==> src/rtl/ex_lsu.sv <==
// ex_lsu: in-order load/store unit sitting between the issue stage and a data cache.
// Loads are tracked in a DEPTH-entry circular FIFO until the cache signals completion.
// A completed load produces a one-cycle register-file writeback on the following cycle.
// Optional feature: define LS_MISALIGN_CHECK_EN to trap misaligned halfword/word accesses
// instead of forwarding them to the cache.
module ex_lsu #(
    parameter int unsigned DEPTH      = 4,
    parameter int unsigned QUEEN_SIZE = 16
) (
    input  logic                     clk,
    input  logic                     rst,
    input  logic                     rdy,

    input  logic                     issue_valid,
    output logic                     issue_ready,
    input  logic [3:0]               issue_op,
    input  logic [31:0]              issue_base,
    input  logic [31:0]              issue_offset,
    input  logic [31:0]              issue_sdata,
    input  logic [4:0]               issue_target,

    output logic                     wb_en,
    output logic [4:0]               wb_target,
    output logic [31:0]              wb_data,

    output logic                     en_ls,
    output logic                     ls_oper,
    output logic [31:0]              ls_addr,
    output logic [7:0]               ls_size,
    output logic [31:0]              ls_data,

    input  logic [31:0]              qsize,
    input  logic                     finish,
    input  logic [31:0]              ls_data_in,

    output logic [$clog2(DEPTH):0]   pending,

    output logic                     misalign,
    output logic [31:0]              misalign_addr
);

    localparam int unsigned     PtrW     = $clog2(DEPTH);
    localparam int unsigned     CntW     = PtrW + 1;
    localparam logic [CntW-1:0] DepthCnt = CntW'(DEPTH);
    localparam logic [31:0]     QueueLim = 32'(QUEEN_SIZE);

    typedef enum logic {
        StFree,
        StWait
    } entry_st_e;

    typedef struct packed {
        logic [4:0] target;
        logic [2:0] funct3;
    } ld_entry_t;

    // Pending-load bookkeeping
    ld_entry_t       fifo_q [DEPTH];
    entry_st_e       ent_q  [DEPTH];
    logic [PtrW-1:0] wptr_q;
    logic [PtrW-1:0] rptr_q;
    logic [CntW-1:0] pending_q;
    logic [CntW-1:0] pending_d;

    // Registered outputs
    logic            en_ls_q;
    logic            ls_oper_q;
    logic [31:0]     ls_addr_q;
    logic [7:0]      ls_size_q;
    logic [31:0]     ls_data_q;
    logic            wb_en_q;
    logic [4:0]      wb_target_q;
    logic [31:0]     wb_data_q;

    // Combinational issue/complete decode
    logic            is_store;
    logic [31:0]     eff_addr;
    logic            slot_ok;
    logic            accept;
    logic            mis_hit;
    logic            req_fire;
    logic            push;
    logic            pop;
    ld_entry_t       head;
    logic [7:0]      req_size;
    logic [31:0]     ld_value;

    // Little-endian extraction of the loaded value; data arrives aligned to the access address.
    function automatic logic [31:0] load_extract(input logic [2:0] f3, input logic [31:0] d);
        logic [31:0] r;
        case (f3)
            3'b000:  r = {{24{d[7]}}, d[7:0]};
            3'b001:  r = {{16{d[15]}}, d[15:0]};
            3'b100:  r = {24'b0, d[7:0]};
            3'b101:  r = {16'b0, d[15:0]};
            default: r = d;
        endcase
        return r;
    endfunction

    // Issue handshake; a same-cycle completion deliberately does not free a slot.
    always_comb begin
        is_store    = issue_op[3];
        eff_addr    = issue_base + issue_offset;
        slot_ok     = is_store | (pending_q < DepthCnt);
        issue_ready = rdy & ~rst & (qsize < QueueLim) & slot_ok;
        accept      = issue_valid & issue_ready;
        req_fire    = accept & ~mis_hit;
        push        = req_fire & ~is_store;
        head        = fifo_q[rptr_q];
        pop         = finish & (pending_q != '0) & (ent_q[rptr_q] == StWait);
        ld_value    = load_extract(head.funct3, ls_data_in);
    end

    // Access size in bytes from funct3 width bits
    always_comb begin
        req_size = 8'd4;
        case (issue_op[1:0])
            2'b00:   req_size = 8'd1;
            2'b01:   req_size = 8'd2;
            default: req_size = 8'd4;
        endcase
    end

    // Occupancy: push and pop in the same cycle cancel out
    always_comb begin
        pending_d = pending_q;
        case ({push, pop})
            2'b10:   pending_d = pending_q + CntW'(1);
            2'b01:   pending_d = pending_q - CntW'(1);
            default: pending_d = pending_q;
        endcase
    end

`ifdef LS_MISALIGN_CHECK_EN
    logic        misaligned;
    logic        misalign_q;
    logic [31:0] misalign_addr_q;

    // Halfword must be 2-byte aligned, word 4-byte aligned
    always_comb begin
        misaligned = 1'b0;
        case (issue_op[1:0])
            2'b01:   misaligned = eff_addr[0];
            2'b10:   misaligned = (eff_addr[1:0] != 2'b00);
            default: misaligned = 1'b0;
        endcase
    end

    assign mis_hit = accept & misaligned;

    // Misalign trap pulse; address is held until the next trap
    always_ff @(posedge clk) begin
        if (rst) begin
            misalign_q      <= 1'b0;
            misalign_addr_q <= '0;
        end else if (rdy) begin
            misalign_q <= mis_hit;
            if (mis_hit) begin
                misalign_addr_q <= eff_addr;
            end
        end
    end

    assign misalign      = misalign_q;
    assign misalign_addr = misalign_addr_q;
`else
    assign mis_hit       = 1'b0;
    assign misalign      = 1'b0;
    assign misalign_addr = '0;
`endif

    // Cache request, writeback, pointers and occupancy
    always_ff @(posedge clk) begin
        if (rst) begin
            en_ls_q     <= 1'b0;
            ls_oper_q   <= 1'b0;
            ls_addr_q   <= '0;
            ls_size_q   <= '0;
            ls_data_q   <= '0;
            wb_en_q     <= 1'b0;
            wb_target_q <= '0;
            wb_data_q   <= '0;
            wptr_q      <= '0;
            rptr_q      <= '0;
            pending_q   <= '0;
        end else if (rdy) begin
            en_ls_q <= req_fire;
            if (req_fire) begin
                ls_oper_q <= is_store;
                ls_addr_q <= eff_addr;
                ls_size_q <= req_size;
                ls_data_q <= is_store ? issue_sdata : 32'h0;
            end
            // x0 loads still occupy a slot but never write back
            wb_en_q <= pop & (head.target != 5'd0);
            if (pop) begin
                wb_target_q <= head.target;
                wb_data_q   <= ld_value;
                rptr_q      <= rptr_q + PtrW'(1);
            end
            if (push) begin
                wptr_q <= wptr_q + PtrW'(1);
            end
            pending_q <= pending_d;
        end
    end

    // FIFO payload; contents are only meaningful while the entry is in StWait
    always_ff @(posedge clk) begin
        if (!rst && rdy && push) begin
            fifo_q[wptr_q] <= '{target: issue_target, funct3: issue_op[2:0]};
        end
    end

    // Per-entry state: FREE on reset/pop, WAIT on push
    always_ff @(posedge clk) begin
        if (rst) begin
            for (int i = 0; i < DEPTH; i++) begin
                ent_q[i] <= StFree;
            end
        end else if (rdy) begin
            if (pop) begin
                ent_q[rptr_q] <= StFree;
            end
            if (push) begin
                ent_q[wptr_q] <= StWait;
            end
        end
    end

    assign en_ls     = en_ls_q;
    assign ls_oper   = ls_oper_q;
    assign ls_addr   = ls_addr_q;
    assign ls_size   = ls_size_q;
    assign ls_data   = ls_data_q;
    assign wb_en     = wb_en_q;
    assign wb_target = wb_target_q;
    assign wb_data   = wb_data_q;
    assign pending   = pending_q;

endmodule

==> config.mk <==
export PLATFORM = sky130hd
export DESIGN_NAME = ex_lsu
export DESIGN_NICKNAME = d
export VERILOG_FILES = /design/src/rtl/ex_lsu.sv
export SDC_FILE = /design/constraint.sdc
export NUM_CORES = 1
export LEC_CHECK = 0
export CAP_MARGIN = 10
export CORE_UTILIZATION = 44
export CTS_CLUSTER_DIAMETER = 80
export DETAILED_ROUTE_END_ITERATION = 16
export PLACE_DENSITY = 0.86
export SLEW_MARGIN = 0
export SYNTH_ARGS = -nofsm -noshare
export SYNTH_HDL_FRONTEND = slang
export SYNTH_SLANG_ARGS = --single-unit
==> constraint.sdc <==
create_clock -name clk -period 2.6 [get_ports clk]
set_clock_uncertainty 0.05 [all_clocks]
set_input_delay 0.26 -clock clk [delete_from_list [all_inputs] [get_ports clk]]
set_output_delay 0.26 -clock clk [all_outputs]
set_load 0.05 [all_outputs]
Word level (Yosys, flattened, before mapping)
Memory sizes are Yosys's and may differ from the RTL's. A register that Yosys moved wholly into a read port is not among the register bits.
Index checks and enable logic that the tools add are counted.
{"block": "totals", "register_bits": 119, "mem_bits_rw": 36, "in_bits": 174, "out_inout_bits": 149, "word_cells": 77, "memories": 2}
{"name": "fifo_q", "depth": 4, "word_bits": 8, "read_ports": 1, "rd_clocked_by_memory_dff": 1, "write_ports": 1, "line_no": "58", "text": "ld_entry_t fifo_q [DEPTH];"}
{"name": "ent_q", "depth": 4, "word_bits": 1, "read_ports": 1, "rd_clocked_by_memory_dff": 1, "write_ports": 4, "line_no": "59", "text": "entry_st_e ent_q [DEPTH];"}
{"block": "op_classes", "add_sub_neg": 5, "magnitude_cmp": 2, "n_eq_ne": 6, "mux": 26, "bitwise": 11, "n_reduce_logical": 14}
{"op": "$pmux 32 s4", "n": 1}
{"op": "$add 32x32->32", "n": 1}
{"op": "$lt 32x5->1 const B", "n": 1}
{"op": "$mux 32", "n": 1}
{"op": "$mux 1", "n": 16}
{"op": "$mux 2", "n": 6}
{"op": "$pmux 3 s2", "n": 2}
{"op": "$and 1x1->1", "n": 8}
{"op": "$reduce_and 2->1", "n": 4}
{"op": "$eq 3x3->1 const B", "n": 2}
{"op": "$reduce_bool 5->1", "n": 1}
{"op": "$add 2x1->2 const B", "n": 2}
{"op": "$eq 2x1->1 const B", "n": 2}
{"op": "$add 3x1->3 const B", "n": 1}
{"op": "$eq 3x1->1 const B", "n": 1}
{"op": "$logic_not 3->1", "n": 1}
{"op": "$lt 3x3->1 const B", "n": 1}
{"op": "$reduce_bool 3->1", "n": 1}
{"op": "$sub 3x1->3 const B", "n": 1}
{"op": "$eq 2x2->1 const B", "n": 1}
{"op": "$logic_and 1x1->1", "n": 2}
{"op": "$logic_not 2->1", "n": 1}
{"op": "$not 1->1", "n": 2}
{"op": "$reduce_bool 2->1", "n": 1}
{"op": "other kinds (3)", "n": 4}

Depth between registers and ports, before layout
Gate-level depths: netlist (run 1).
{"block": "depth", "ltp_word": 12, "ltp_mapped": 13, "ltp_nobuf": 13}

Worst setup path before layout (run 1)
Ideal clock, no wire load.
{"block": "synth_timing", "path_kind": "reg-to-reg", "from": "register pending_q[2], in the netlist pending[2]", "to": "register pending_q[1], in the netlist pending[1]", "setup_ps": 86, "arrival_ps": 3330, "required_ps": 2464, "slack_ps": -866, "stages_incl_launch_ff": 11, "n_path_buf": 0, "synth_period_minus_slack_ps": 3466, "cell_sequence": "dfxtp_1 > inv_1 > o2111ai_1 > nor3_1 > nand2_1 > nor2_1 > inv_1 > ha_1 > inv_1 > fa_1 > a211oi_1"}
{"block": "synth_via", "elab_chain_len": 8, "elab_cells_between_ends": 13}
{"item": "start, declared", "line_no": "62", "text": "logic [CntW-1:0] pending_q;"}
{"item": "start signal, assigned", "line_no": "205", "text": "pending_q <= pending_d;"}
{"item": "$lt 3x3->1 (*)", "line_no": "105", "text": "slot_ok = is_store | (pending_q < DepthCnt);"}
{"item": "$or 1x1->1 (*)", "line_no": "105"}
{"item": "$and 1x1->1 (*)", "line_no": "106", "text": "issue_ready = rdy & ~rst & (qsize < QueueLim) & slot_ok;"}
{"item": "named net issue_ready", "line_no": "15", "text": "output logic issue_ready,"}
{"item": "$and 1x1->1 (*)", "line_no": "107", "text": "accept = issue_valid & issue_ready;"}
{"item": "$and 1x1->1 (*)", "line_no": "109", "text": "push = req_fire & ~is_store;"}
{"item": "$eq 2x1->1 / $eq 2x2->1 (equally long branches)", "line_no": "128", "text": "case ({push, pop})"}
{"item": "$reduce_bool 2->1 (no line)"}
{"item": "$reduce_and 2->1 (no line)"}
Mark *: on every way through the listed nets, which the timed path passes. The rest lies on a longest branch.
A chain may end at the register's enable or synchronous reset.

Final worst setup path (run 1)
{"block": "layout_timing", "from": "input port issue_offset[1]", "to": "register ls_addr_q[31], in the netlist ls_addr[31]"}
{"block": "layout_via", "elab_chain_len": 1}
{"item": "start, declared", "line_no": "18", "text": "input logic [31:0] issue_offset,"}
{"item": "$add 32x32->32", "line_no": "104", "text": "eff_addr = issue_base + issue_offset;"}
{"item": "end signal, assigned", "line_no": "191", "text": "ls_addr_q <= eff_addr;"}
{"item": "end, declared", "line_no": "68", "text": "logic [31:0] ls_addr_q;"}
Every way passes these cells.

==> results of run 1 <==
layer usage:
layer	global-route usage	vias up
li1	-	3666
met1	0.2972	3577
met2	0.4545	302
met3	0.05180	41
met4	0.09488	2
met5	0	-
power by group through the flow:
stage | logic, mW | clock network, mW | registers, mW
finish | 1.01 | 2.57 | 2.40
global route | 1.09 | 2.70 | 2.40
CTS | 0.997 | 2.60 | 2.40
detailed placement | 0.986 | 0 | 2.46
global placement | 0.973 | 0 | 2.46
floorplan | 0.573 | 0 | 2.46
timing repair:
action	4_1_cts	5_1_grt
endpoints found under the hold margin	0	0
setup buffers	0	1
pin swaps	4	15
setup endpoints to repair	6	27
gates cloned	0	0
resized for setup	6	17
layout by cell type (no fill, tap or decap), drive strengths merged, types with 32 or more instances in the layout:
master,count
a21o,33
a21oi,120
buf,82
clkdlybuf4s50,273
conb,38
dfxtp,120
edfxtp,32
ha,36
nand2,133
nand3,51
o21ai,46
state kept, by name, summed over array words and instances (netlist names), named ones only:
| register | flops |
|---|---|
| ls_data | 32 |
| ent_q | 4 |
| ls_size | 3 |
| en_ls | 1 |
| wptr_q | 2 |
| wb_en | 1 |
| wb_data | 32 |
| pending | 3 |
| ls_addr | 32 |
| fifo_q | 32 |
| ls_oper | 1 |
| rptr_q | 2 |
| wb_target | 5 |
cells by family (layout without fill, tap and decap cells):
logic type                 count (synthesis)  count (layout)  share of synthesized area
xor gates and xnor gates                  23              23                    0.02595
buffers and inverters                    107             406                    0.07398
adders and majority gates                 38              38                    0.06318
AOI/OAI and AO/OA                        256             256                     0.2070
and+or+nand+nor                          278             278                     0.1675
other                                      1              38                  0.0004831
DFF                                      152             152                     0.4333
muxes                                     11              11                    0.02869
critical path, stage by stage:
cell and delay, ns:
clkdlybuf4s50_1 0.43, ha_1 0.28, a21o_1 0.13, nand4_1 0.16, a32oi_1 0.32, a21oi_1 0.22
o31ai_4 0.36, a31o_2 0.26, a21oi_1 0.07, o221a_2 0.26
worst paths after layout:
path                                     to  depth (start not counted)
worst max register to register  wb_data[13]                          5
worst min register to register   ls_addr[7]                          2
worst max-delay path            ls_addr[31]                         10
worst min-delay path             ls_addr[0]                          4
layout make-up:
| type | count | area, um^2 | share of cell area |
|---|---|---|---|
| repair buffers | 359 | 3485 | 0.2939 |
| inverters | 15 | 58.81 | 0.004959 |
| flip-flops and latches | 152 | 3364 | 0.2837 |
| multi-input cells | 644 | 4063 | 0.3426 |
| clock inverters | 14 | 176.4 | 0.01488 |
| clock buffers | 18 | 429.2 | 0.03619 |
| well taps | 225 | 281.5 | 0.02374 |
per-stage QoR:
stage / utilization / hold slack (ns) / TNS [ns] / setup WS, ns
final: 0.6879 / 0.2295 / 0 / 0.09453
after global routing: 0.6879 / 0.2388 / -0.01849 / -0.01160
after CTS: 0.6839 / 0.3270 / 0 / 0.007943
after detailed placement: 0.6470 / 0.3902 / -17.91 / -0.5534
after global placement: 0.6470 / 0.3852 / -13.44 / -0.4600
after floorplan: - / 0.3089 / 0 / 0.01128
==> summary.txt, run 1 <==
Pwr
  – Final Total Pwr: between 5 and 6 mW
  – Cell internal pwr: approximately 4.4 mW
  – P_leak: around 4.6 nW
  – Sequential share of power: 0.402
  – Combinational share of power: 0.169
  – VDD IR max: around 0.44 mV
  – Switching Share: 0.2707
  – PD cells: around 500 nW/um^2
  – Net switching power: 1.620 mW
  – Clock network fraction of design power: 0.429

Synth
  – Post-synth top area share: 0.3095
  – Synthesized cell area: slightly below 8000 um^2
  – Synth Register Bits: between 150 and 200
  – Top_reg_cell synth: dfxtp_1
  – Post-synth EDFFs: 32
  – Number of distinct library cells after synthesis: 71
  – Top-count cell post-synth: nand2_1
  – Synth async-reset ratio: 0
  – Ranking of synthesized cells by area: dfxtp_1 (31%), edfxtp_1 (12%), a21oi_1 (7.7%)
  – Sequential share of the synthesized area: 0.4333
  – Ys Warns: 0
  – Yosys top cell by area: dfxtp_1
  – Commonest cells post-synth: nand2_1 (133), a21oi_1 (120), dfxtp_1 (120), nand3_1 (50), o21ai_0 (43)
  – Syn Inst Count: between 800 and 900
  – Mean Syn Cell Area: 8.964 um^2

Place
  – Area post-placement: 11150 um^2
  – Final Wtd Congestion: ~0.86
  – Final HPWL DP: roughly 17 mm
  – Port bufs: 280
  – Placed cells: about 1.4k

CTS
  – Root Buffer: clkbuf_16
  – H-tree depth: 4
  – Cts hold-fix bufs: 0
  – Clock transition at path regs: around 0.060 ns
  – CTS tree: done
  – Total CTS buffers: 17
  – Clock buffer depth: 2
  – Clock latency on the worst-skew pair: 0.42 ns
  – Clk sinks: around 150

Outcome
  – Status: finished clean

Final layout
  – Post-route design area: around 12000 um^2
  – Area Overhead vs Synth: 52.76%
  – # fillers: 1316
  – Fin cells: approximately 1.4k
  – Share of layout cells above drive strength 1: 0.1373
  – Nets@finish: ~1.4k
  – Inserted Diodes: 0

Routing
  – DRC Markers: 0
  – Total wire length: 23.43 mm
  – DR pass1 iterations: 5
  – Vias/cell: around 5.3
  – DR iter-0 viols: ~350
  – Metal3 WL: around 1.6 mm
  – Top routing layer in use: met5
  – Met2 wire length: between 10 and 15 mm
  – Wire length per cell: 16.42 um
  – Routed vias: approximately 7.6k
  – Metal-1 WL: ~9.4 mm
  – ANT nets after route: 0

Floorplanning
  – DIE HEIGHT: around 130 um
  – Die W: 134.8 um
  – Core Footprint: 17240 um^2
  – Standard-cell rows: between 40 and 50
  – Top Ports: about 320
  – Initial core utilization: 0.4503
  – DIE AREA: about 18000 um^2

STA
  – Fin crit share: 0.9636
  – Max Slew Vio Count: 0
  – Final setup fails: 0
  – Hold Fails Final Rpt: 0
  – Max transition margin: 0.3591
  – Fmax: 399.1 MHz
  – Worst slew pin tran: roughly 0.96 ns
  – Post-layout min period: 2.505 ns

Global routing
  – Largest net degree at the start of global routing: 85
  – Vias in the first global route: ~7.3k
  – First-pass GRT wire length: about 36 mm
  – GR Util All Layers: 0.2537
  – Initial antenna violation count: 1
  – GRT overflow: 0

Critical path
  – Worst Path Max Fanout: 5
  – R2R setup slack: roughly 0.25 ns
  – Setup crit start: issue_offset[1]
  – Worst Path Arrival: 2.77 ns
  – Startpoint Class: input pin
  – Data required time of the worst path: approximately 2.9 ns
  – WS Path Type: in2reg
  – Worst setup EP type: flip-flop

Hold path
  – Worst hold path type: in2reg
  – Hold wc startpoint: issue_base[0]

Run
  – Max-Cap Viols: 0
No activity file was read; power rests on OpenSTA's default activity.
==> inputs of run 2 (changes only) <==
- CORE_UTILIZATION: 44 -> 47
- PLACE_DENSITY: 0.86 -> 0.84
- SETUP_SLACK_MARGIN: unset -> 0.02
- clock period: 2.6 -> 3.2 ns (I/O delays scaled with it)
==> run 2 against run 1 <==
Against the previous run:
- final cell count down 4.3%
- register-to-register slack better by 0.29 ns
- non-clock buffer count down 54
- global-route usage up 1.6 points
- core utilization up 2.0 points
- sequential share of layout area up 1.3 points
- critical path depth up 2
- setup slack better by 0.37 ns
- combinational power down 27%
- via count down 3.1%
==> summary.txt, run 2 (synthesized netlist as in run 1, its figures left out) <==
STA
  – Max transition margin: 0.2815 (-0.07766)
  – Max Slew Vio Count: 0 (unchanged)
  – Worst Hold Slack: 0.3996 ns (+0.1701 ns)
  – Fmax: roughly 370 MHz
  – Setup TNS: 0 ns (unchanged)
  – Hold Fails Final Rpt: 0 (unchanged)
  – Final worst slack: 0.4613 ns (+0.3668 ns)
  – Fin crit share: 0.8558
  – Worst slew pin tran: 1.074 ns (+0.1125 ns)
  – Final setup fails: 0 (unchanged)
  – Post-layout min period: around 2.7 ns
  – RSZ-0062 raised after global routing: false

Place
  – Pre-CTS setup slack: 0.03646 ns (+0.5899 ns)
  – Final Wtd Congestion: 0.8702 (+1.4%)
  – Port bufs: 280 (unchanged)
  – Placed cells: 1332 (-4.4%)
  – Area post-placement: 10710 um^2 (-4.0%)
  – Final HPWL DP: 17.49 mm (+0.76%)

Routing
  – Total wire length: 23.63 mm (+0.87%)
  – Wire length per cell: 17.30 um (+5.4%)
  – Routed vias: 7352 (-3.1%)
  – DR pass1 iterations: 5 (unchanged)
  – Vias/cell: 5.382 (+1.2%)
  – ANT nets after route: 0 (unchanged)
  – DRC Markers: 0 (unchanged)
  – DR iter-0 viols: 280 (-20%)

Run
  – Max-Cap Viols: 0 (unchanged)

Critical path
  – Worst Path Arrival: 3.03 ns (+0.26 ns)
  – Worst setup EP type: flip-flop
  – WS Path Type: in2reg
  – Critical-path cell list: clkdlybuf4s50_1, ha_1, inv_1, fa_1, nor2b_4, o31a_1, o211a_1, o21ai_2, a2111oi_2, nor2_1, o21a_1, o211ai_1
  – Reg2reg path depth: 5 (unchanged)
  – CP max stage delay: 0.46 ns (+0.03 ns)
  – Startpoint Class: input pin
  – Data required time of the worst path: 3.49 ns (+0.63 ns)
  – Crit-path slowest cell: clkdlybuf4s50_1
  – R2r endpoint: wb_data[28]
  – R2R setup slack: 0.54 ns (+0.29 ns)
  – Worst Path Max Fanout: 5 (unchanged)

Hold path
  – Hold wc startpoint: ls_data[28]
  – Worst hold path type: reg2reg
  – WHS Path Cells: 2 (-2)
  – Hold endpoint: ls_data[28]

Floorplanning
  – Standard-cell rows: 46 (-4.2%)
  – Core Footprint: 16000 um^2 (-7.2%)
  – Initial core utilization: 0.4851 (+0.03479)
  – DIE HEIGHT: 130.5 um (-3.2%)
  – DIE AREA: 17030 um^2 (-6.3%)
  – Top Ports: 323 (unchanged)
  – Die W: 130.5 um (-3.2%)

CTS
  – Clk sinks: 152 (unchanged)
  – Clock latency on the worst-skew pair: 0.42 ns (about the same)
  – H-tree depth: 4 (unchanged)
  – Clock transition at path regs: 0.06 ns (about the same)
  – Cts hold-fix bufs: 0 (unchanged)
  – Total CTS buffers: 17 (unchanged)
  – Root Buffer: clkbuf_16
  – Clock buffer depth: 2 (unchanged)
  – Cts repair resizes: 0 (-6)
  – CTS tree: done
  – Post CTS Setup Buffer Count: 0 (unchanged)

Global routing
  – GR Util All Layers: 0.2695 (+0.01586)
  – First-pass GRT wire length: 35.23 mm (-2.6%)
  – Vias in the first global route: 6990 (-4.4%)
  – GRT overflow: 0 (unchanged)
  – Largest net degree at the start of global routing: 56 (-34%)
  – Initial antenna violation count: 2 (+1)

Final layout
  – Area Overhead vs Synth: 45.86%
  – Most frequent cells in the layout: clkdlybuf4s50_1 (278), nand2_1 (132), a21oi_1 (120), dfxtp_1 (120), nand3_1 (50)
  – Finished Core Util: 0.7076 (+0.01968)
  – Most common cell after layout, fill and taps aside: clkdlybuf4s50_1
  – # fillers: 1248 (-5.2%)
  – Share of layout cells above drive strength 1: 0.08275 (-0.05452)
  – Nets@finish: 1347 (-3.9%)
  – Post-route design area: 11320 um^2 (-4.5%)
  – Fin cells: 1366 (-4.3%)

Pwr
  – VDD IR max: 0.3591 mV (-18%)
  – PD cells: 420.7 nW/um^2 (-17%)
  – P_leak: 4.279 nW (-7.0%)
  – Final Total Pwr: 4.763 mW (-20%)

Outcome
  – Status: finished clean
[run 2: report_power, final]
group / internal, mW / total (mW) / switching [mW] / leakage (nW)
Sequential: 1.95 / 1.95 / 0.000000000357 / 1.25
Clock: 1.22 / 2.07 / 0.849 / 0.302
Combinational: 0.346 / 0.741 / 0.396 / 2.72
[run 2: how the worst max path moves through the flow]
stage | from | to | slack [ns] | cells past startpoint
final | issue_offset[0] | ls_addr[28] | 0.46 | 12
after global routing | issue_base[0] | ls_addr[28] | 0.25 | 12
after CTS | issue_offset[0] | ls_addr[28] | 0.45 | 12
after detailed placement | issue_offset[0] | ls_addr[28] | 0.04 | 12
after global placement | issue_base[0] | ls_addr[28] | 0.1 | 12
after floorplan | qsize[30] | pending[1] | 0.22 | 10
[run 2: per-layer routing]
| layer | GRT usage | part of all wire | up-vias |
|---|---|---|---|
| met5 | 0 | 0 | - |
| met4 | 0.09939 | 0.018 | 0 |
| met3 | 0.06515 | 0.073 | 34 |
| met2 | 0.4927 | 0.52 | 311 |
| met1 | 0.3028 | 0.38 | 3454 |
| li1 | - | - | 3553 |
[run 2: final cells by class]
class	count	area, um^2	share of cell area
multi-input combinational	644	3973	0.3509
sequential	152	3363	0.2971
timing repair buffer	305	3045	0.2690
clock buffer	19	454.2	0.04011
tap	216	270.3	0.02387
clock inverter	13	155.1	0.01370
inverter	15	56.30	0.004973
antenna	2	5.005	0.0004420
[run 2: worst max-delay path, delay by kind of cell]
kind | cells | cell delay, ns
and+or+nand+nor | 2 | 0.27
AOI/OAI and AO/OA | 6 | 1.31
buffers and inverters | 2 | 0.53
adders and majority gates | 2 | 0.60
==> inputs of run 3 (changes only) <==
- CELL_PAD_IN_SITES_DETAIL_PLACEMENT: unset -> 1
- CELL_PAD_IN_SITES_GLOBAL_PLACEMENT: unset -> 1
- CORE_UTILIZATION: 47 -> 34
==> run 3 against run 2 <==
Against the previous run:
- sequential power hardly changed
- non-clock buffer count is 10 higher
- total power hardly changed
- clock power hardly changed
- combinational power is 2% higher
- register-to-register slack hardly changed
- via count is 0.76% higher
- clock-buffer cell count is 1 lower
- flip-flop and latch count stayed put
- largest power group unchanged
==> summary.txt, run 3 (synthesized netlist as in run 1, its figures left out) <==
Final layout
  – Most frequent cells in the layout: clkdlybuf4s50_1 (278), nand2_1 (132), a21oi_1 (120), dfxtp_1 (120), nand3_1 (50)
  – Footprint of the multi-input gates: 3978 um^2 (+0.13%)
  – Nets@finish: 1357 (+0.74%)
  – Fin cells: 1439 (+5.3%)
  – Share of layout cells above drive strength 1: 0.09067 (+0.007921)
  – Finished Core Util: 0.5183 (-0.1893)
  – # fillers: 2552 (+100%)
  – Sequential cell area: 3363 um^2 (unchanged)
  – Most common cell after layout, fill and taps aside: clkdlybuf4s50_1
  – Area Overhead vs Synth: 47.52%

Routing
  – DRC Markers: 0 (unchanged)
  – Vias/cell: 5.148 (-4.3%)
  – Routed vias: 7408 (+0.76%)
  – DR pass1 iterations: 4 (-1)
  – Wire length per cell: 18.36 um (+6.1%)
  – ANT nets after route: 0 (unchanged)
  – DR iter-0 viols: 357 (+28%)
  – Total wire length: 26.43 mm (+12%)

Floorplanning
  – Initial core utilization: 0.3513 (-0.1338)
  – Top Ports: 323 (unchanged)
  – Standard-cell rows: 54 (+17%)
  – DIE AREA: 23440 um^2 (+38%)
  – DIE HEIGHT: 153.1 um (+17%)
  – Die W: 153.1 um (+17%)
  – Core Footprint: 22090 um^2 (+38%)

CTS
  – Root Buffer: clkbuf_16
  – Clock latency on the worst-skew pair: 0.42 ns (about the same)
  – Post CTS Setup Buffer Count: 0 (unchanged)
  – Clk sinks: 152 (unchanged)
  – Total CTS buffers: 17 (unchanged)
  – Clock transition at path regs: 0.06 ns (about the same)
  – Clock buffer depth: 2 (unchanged)
  – Cts repair resizes: 0 (unchanged)
  – Cts hold-fix bufs: 0 (unchanged)
  – H-tree depth: 4 (unchanged)
  – CTS tree: done

Critical path
  – Startpoint Class: input pin
  – Data required time of the worst path: 3.45 ns (-0.04 ns)
  – Crit-path slowest cell: clkdlybuf4s50_1
  – WS Path Type: in2reg
  – CP max stage delay: 0.44 ns (-0.02 ns)
  – CP dominant cell by count: a21oi_1
  – Worst Path Max Fanout: 5 (unchanged)
  – Critical-path cell list: clkdlybuf4s50_1, ha_1, a21o_1, nand4_1, a32oi_1, a21oi_1, buf_4, o31ai_4, a31o_2, a21oi_1, o221a_2
  – Worst setup EP type: flip-flop
  – Worst Path Arrival: 3.02 ns (about the same)

Hold path
  – Worst hold path type: in2reg

Global routing
  – Vias in the first global route: 7667 (+9.7%)
  – GRT overflow: 0 (unchanged)
  – First-pass GRT wire length: 41.08 mm (+17%)
  – Largest net degree at the start of global routing: 85 (+52%)
  – Initial antenna violation count: 1 (-1)
  – GR Util All Layers: 0.2235 (-0.04604)

Place
  – Final Wtd Congestion: 0.7951 (-8.6%)
  – Final HPWL DP: 19.95 mm (+14%)
  – Placed cells: 1406 (+5.6%)
  – Port bufs: 280 (unchanged)

STA
  – Hold Fails Final Rpt: 0 (unchanged)
  – Max transition margin: 0.1978 (-0.08365)
  – Post-layout min period: 2.774 ns (+0.03519 ns)
  – Worst slew pin tran: 1.199 ns (+0.1250 ns)
  – Fin crit share: 0.8668 (+0.01100)
  – RSZ-0062 raised after global routing: false
  – Fmax: 360.5 MHz (-1.3%)
  – Final setup fails: 0 (unchanged)
  – Setup TNS: 0 ns (unchanged)
  – Max Slew Vio Count: 0 (unchanged)

Pwr
  – P_leak: 4.320 nW (+0.96%)
  – VDD IR max: 0.2498 mV (-30%)
  – PD cells: 415.6 nW/um^2 (-1.2%)
  – Final Total Pwr: 4.760 mW (about the same)

Run
  – Max-Cap Viols: 0 (unchanged)

Outcome
  – Status: finished clean
==> run 3: final timing paths <==
kind	endpoint	startpoint	depth (start not counted)	slack, ns
setup reg to reg	wb_data[16]	flip-flop	5	0.55
hold / removal	wb_data[3]	ls_data_in[3]	3	0.40
setup / recovery	ls_addr[31]	issue_offset[1]	11	0.43
hold reg to reg	wb_data[3]	wb_data[3]	2	0.40
==> run 3: layout make-up <==
type	instances	area share
multi-input cells	644	0.3474
diodes	1	0.0002185
clock buffers	18	0.03748
clock inverters	14	0.01410
well taps	280	0.03059
repair buffers	315	0.2716
inverters	15	0.004917
flip-flops and latches	152	0.2937
==> run 3: worst max-delay path, delay by kind of cell <==
family	cells	cell delay, ns
compound gates	7	1.62
fa+ha+maj	1	0.29
buf+inv	2	0.61
simple gates	1	0.18
==> run 3: report_power, final <==
group,switching (mW),internal [mW],total [mW]
logic,0.407,0.351,0.758
clock network,0.876,1.17,2.05
registers,0.000000000380,1.95,1.95
==> run 3: layer usage <==
layer	GRT usage	up-vias	share of wire
met5	0	-	0
met4	0.08947	0	0.025
met3	0.04196	36	0.050
met2	0.4090	230	0.52
met1	0.2545	3580	0.41
li1	-	3562	-
==> run 3: per-stage QoR <==
step | area, um^2 | worst slack [ns] | hold slack (ns)
after floorplan | 7906 | 0.2225 | 0.3689
after global placement | 10860 | 0.08803 | 0.3850
after detailed placement | 10860 | 0.04220 | 0.3934
after CTS | 11450 | 0.4636 | 0.3814
after global routing | 11450 | 0.3044 | 0.4002
final | 11450 | 0.4262 | 0.4010
